**src/rtl/serial_subtractor.sv**
```systemverilog
// serial_subtractor: bit-serial a - b, LSB first, one bit per clock.
// A single borrow flop carries between bits. diff/borrow_out hold
// their value until the next completed operation.
//
// state | meaning
// IDLE  | waiting for start, operands not yet captured
// SHIFT | one difference bit produced per edge
// DONE  | result published, done high for this one cycle
module serial_subtractor #(
  parameter int WIDTH = 8
) (
  input  logic             clk,
  input  logic             rst,
  input  logic             start,
  input  logic [WIDTH-1:0] a,
  input  logic [WIDTH-1:0] b,
  output logic             busy,
  output logic             diff_bit,
  output logic             bit_valid,
  output logic [WIDTH-1:0] diff,
  output logic             borrow_out,
  output logic             done
);

  localparam int CW = (WIDTH > 2) ? $clog2(WIDTH) : 1;
  localparam logic [CW-1:0] LAST = CW'(WIDTH - 1);

  typedef enum logic [1:0] {
    IDLE  = 2'd0,
    SHIFT = 2'd1,
    DONE  = 2'd2
  } state_t;

  state_t state, state_nxt;

  logic [WIDTH-1:0] sa;
  logic [WIDTH-1:0] sb;
  logic [WIDTH-1:0] res;
  logic [CW-1:0]    cnt;
  logic             br;

  logic d;
  logic br_nxt;
  logic last_bit;

  assign d        = sa[0] ^ sb[0] ^ br;
  assign br_nxt   = (~sa[0] & sb[0]) | (~(sa[0] ^ sb[0]) & br);
  assign last_bit = (cnt == LAST);

  // State register.
  always_ff @(posedge clk) begin
    if (rst) state <= IDLE;
    else     state <= state_nxt;
  end

  // Next-state logic; start is only looked at in IDLE.
  always_comb begin
    state_nxt = state;
    case (state)
      IDLE:    if (start) state_nxt = SHIFT;
      SHIFT:   if (last_bit) state_nxt = DONE;
      DONE:    state_nxt = IDLE;
      default: state_nxt = IDLE;
    endcase
  end

  // Outputs decoded straight from the state register.
  always_comb begin
    busy = (state != IDLE);
  end

  // Datapath: operand capture, bit-serial subtract, result publish.
  always_ff @(posedge clk) begin
    if (rst) begin
      sa         <= '0;
      sb         <= '0;
      res        <= '0;
      cnt        <= '0;
      br         <= 1'b0;
      diff_bit   <= 1'b0;
      bit_valid  <= 1'b0;
      diff       <= '0;
      borrow_out <= 1'b0;
      done       <= 1'b0;
    end else begin
      bit_valid <= 1'b0;
      done      <= 1'b0;
      case (state)
        IDLE: begin
          if (start) begin
            sa  <= a;
            sb  <= b;
            br  <= 1'b0;
            cnt <= '0;
          end
        end
        SHIFT: begin
          sa        <= {1'b0, sa[WIDTH-1:1]};
          sb        <= {1'b0, sb[WIDTH-1:1]};
          res       <= {d, res[WIDTH-1:1]};
          br        <= br_nxt;
          cnt       <= cnt + 1'b1;
          diff_bit  <= d;
          bit_valid <= 1'b1;
          if (last_bit) begin
            diff       <= {d, res[WIDTH-1:1]};
            borrow_out <= br_nxt;
            done       <= 1'b1;
          end
        end
        default: ;
      endcase
    end
  end

endmodule
```
**config.mk**
```make
export PLATFORM = sky130hd
export DESIGN_NAME = serial_subtractor
export DESIGN_NICKNAME = d
export VERILOG_FILES = /design/src/rtl/serial_subtractor.sv
export SDC_FILE = /design/constraint.sdc
export NUM_CORES = 1
export LEC_CHECK = 0
export BUFFER_PORTS_ARGS = -buffer_cell sky130_fd_sc_hd__buf_2
export CORE_MARGIN = 3
export CORE_UTILIZATION = 45
export DETAILED_ROUTE_END_ITERATION = 10
export GPL_ROUTABILITY_DRIVEN = 1
export GPL_TIMING_DRIVEN = 0
export PLACE_DENSITY = 0.67
export SYNTH_ARGS = -nofsm -noshare
export SYNTH_HDL_FRONTEND = slang
export SYNTH_SLANG_ARGS = --single-unit
```
**constraint.sdc**
```tcl
create_clock -name clk -period 2.5 [get_ports clk]
set_input_delay 0.5 -clock clk [delete_from_list [all_inputs] [get_ports clk]]
set_output_delay 0.5 -clock clk [all_outputs]
set_load 0.03 [all_outputs]
```
==> key figures <==
Run status
  • Outcome: finished clean

Synthesis
  • Count of warnings emitted by yosys: 0
  • Number of synthesized flops with an enable pin: 0
  • Asr flop ratio synth: 0
  • Fraction of the yosys area taken by sequential cells: 0.498
  • Synth Net Count: 199
  • Mean area per synthesized cell: 9.08 um2
  • Synthesized flop and latch total: 40
  • Most frequently used flop master after synthesis: dfxtp_1
  • Cell type with the largest total area after synthesis: dfxtp_1
  • Netlist area before placement: 1610 um2
  • Top cells by area in the synthesized netlist: dfxtp_1 50%, o221ai_2 9.3%, nor2_1 7.9%, a21oi_1 5.9%, nand2_1 5.1%
  • Fraction of post-synthesis cell area in the top cell type by area: 0.498
  • Post-synth cell types: 29
  • Post-synthesis instance total: roughly 180

Placement
  • Post-Place Setup Slack: ~0.86 ns
  • Count of buffers inserted at the top-level ports: 30
  • Final weighted congestion of routability-driven global placement: ~0.76
  • HPWL after detailed placement: roughly 2400 um
  • Area post-placement: between 1500 and 2000 um2

STA
  • Final-report setup violation count: 0
  • RSZ-0062 raised after global routing: false
  • Total Neg Setup Slack: 0 ns
  • Post-route clock period utilization: 0.735
  • Minimum period implied by the final worst setup slack: 1.84 ns
  • Final setup slack of the worst path: roughly 0.66 ns
  • Hold Fails Final Rpt: 0
  • Worst-case headroom to the max-slew limit: 0.700
  • Highest clock frequency the design can meet: between 0.5 and 0.6 GHz
  • Final count of pins violating max slew: 0
  • Actual slew at the worst max-slew pin: about 0.45 ns
  • Clock skew after layout: a little over 0.005 ns

Pwr
  • IR drop worst, VDD: 0.000276 V
  • Cell Pwr Density: ~630 nW/um2
  • P_leak: between 0.7 and 0.8 nW

Global routing
  • Maximum number of pins on one net before global-route repair: 12
  • Grt total ovfl: 0
  • Gr usage total: 0.164
  • Antenna violations before repair: 0
  • First-pass GRT wire length: 5390 um
  • Number of global-route vias before repair: around 1300

Die
  • Number of standard-cell rows in the floorplan: 21
  • Die Outline Area: 4330 um2
  • Vertical die dimension: about 66 um
  • Boundary Pins: 32
  • Core region area: about 3400 um2
  • Starting utilization of the core area: 0.474
  • Die outline width: between 60 and 70 um

CTS
  • Hold-fix buffers, CTS: 0
  • Maximum count of clock buffers along a single path: 2
  • Clk pin slew, worst setup/hold paths: roughly 0.11 ns
  • Number of buffers created by CTS: 5
  • Worst-skew pair later-pin latency: 0.33 ns
  • Max H-tree Level: 2
  • Total of cells resized after clock tree synthesis: 0
  • CTS Sinks: 40
  • Number of buffers added for setup after CTS: 0
  • TritonCTS clock tree: done
  • Root buf cell: clkbuf_4

Critical path
  • Crit path launch type: flip-flop
  • CP Class: reg2out
  • Slowest stage cell on the critical path: dfxtp_1
  • CP bufs+invs: 2
  • Delay-heaviest family, CP: buffers and inverters
  • Maximum net fanout on the critical path: 10
  • Critical Path AT: about 1.3 ns
  • Required time at the worst-slack endpoint: about 2 ns
  • Crit path largest cell delay: about 0.33 ns
  • CP Cell Sequence: clkbuf_1 -> or2_2 -> buf_2
  • Kind of capture point of the worst setup path: output port

Detailed routing
  • Routed via count: 1361
  • Vias per cell: between 5 and 6
  • Number of nets with antenna violations after detailed routing: 0
  • DR iter-0 viols: 64
  • Detailed-routing iteration count for the pre-antenna-repair pass: 4
  • Wirelength, routed: ~3200 um
  • WL per Instance: roughly 12 um
  • Number of DRC violations after detailed routing: 0

Worst hold path
  • Hold crit path type: in2reg

Final layout
  • Leading cell type in the layout, fill and taps excluded: dfxtp_1
  • P&R area growth vs syn: 17.0%
  • Fraction of final layout cells with drive strength greater than 1: 0.266
  • Highest-count cells in the layout ignoring fill and taps: 40 x dfxtp_1, 35 x buf_2, 34 x nor2_1, 22 x nand2_1, 19 x a21oi_1
  • Non-Filler Cell Area, Final: between 1500 and 2000 um2
  • Final net count: 236
  • Total inserted antenna cells: 0

Job
  • Max-capacitance violation count: 0
[power by group]
part | switching, mW | internal, mW
registers | 0.0182 | 0.666
logic | 0.0827 | 0.0603
clock network | 0.191 | 0.160
total | 0.292 | 0.886
[layer usage]
layer,vias up,part of all wire,track usage
li1,686,-,-
met3,4,0.043,0.0425
met1,644,0.44,0.184
met4,0,0.0096,0.0725
met2,27,0.51,0.289
met5,-,0,0
[sequential cells by signal, summed over array words and instances (netlist names), 2 cells and up]
register	flops
sb	8
cnt	3
sa	8
state	2
diff	8
res	6
[layout make-up]
class	instances	area [um2]
inverter	4	15.0
timing repair buffer	30	150
buffer	14	77.6
clock buffer	7	65.1
sequential	40	801
tap	46	57.6
fill	314	1510
multi-input combinational	119	714
[worst reg2reg max path: stages, from the launching register on]
cell      delay (ns)
dfxtp_1         0.36
ha_1            0.16
ha_1            0.18
clkbuf_1        0.38
inv_1           0.08
mux2i_1         0.14
nor3_1          0.05
[synthesized netlist by cell type (all sizes together) (2+ instances only)]
cell     n
dfxtp   40
inv      4
buf      9
o21ai    2
a22oi    2
nor2b    2
o221ai  14
ha       2
nand2   22
a21oi   19
nor2    34
nand3b   3
nand3    8
clkbuf   5
[metrics by stage]
step	hold WS [ns]	instances	util	power, mW
2_1_floorplan	0.437	177	-	0.799
4_1_cts	0.428	260	0.555	1.19
3_5_place_dp	0.447	253	0.536	0.842
3_3_place_gp	0.441	253	0.536	0.836
5_1_grt	0.415	260	0.555	1.25
6_report	0.437	260	0.555	1.18
[cells by family (layout without fill, tap and decap cells)]
group,Yosys count,in the layout,share of synthesized area
simple gates,73,73,0.194
compound gates,42,42,0.216
buf+inv,18,55,0.0576
fa+ha+maj,3,3,0.0280
mux,1,1,0.00623
flops,40,40,0.498
[path summary, 6_finish.rpt]
| check | slack [ns] | startpoint | end | depth (start not counted) |
|---|---|---|---|---|
| worst min-delay path | 0.44 | a[7] | sa[7] | 3 |
| worst min register to register | 0.46 | diff[0] | diff[0] | 2 |
| worst max register to register | 1.04 | cnt[0] | state[0] | 6 |
| worst max-delay path | 0.66 | state[1] | busy | 3 |
(Power assumes the default switching activity.)
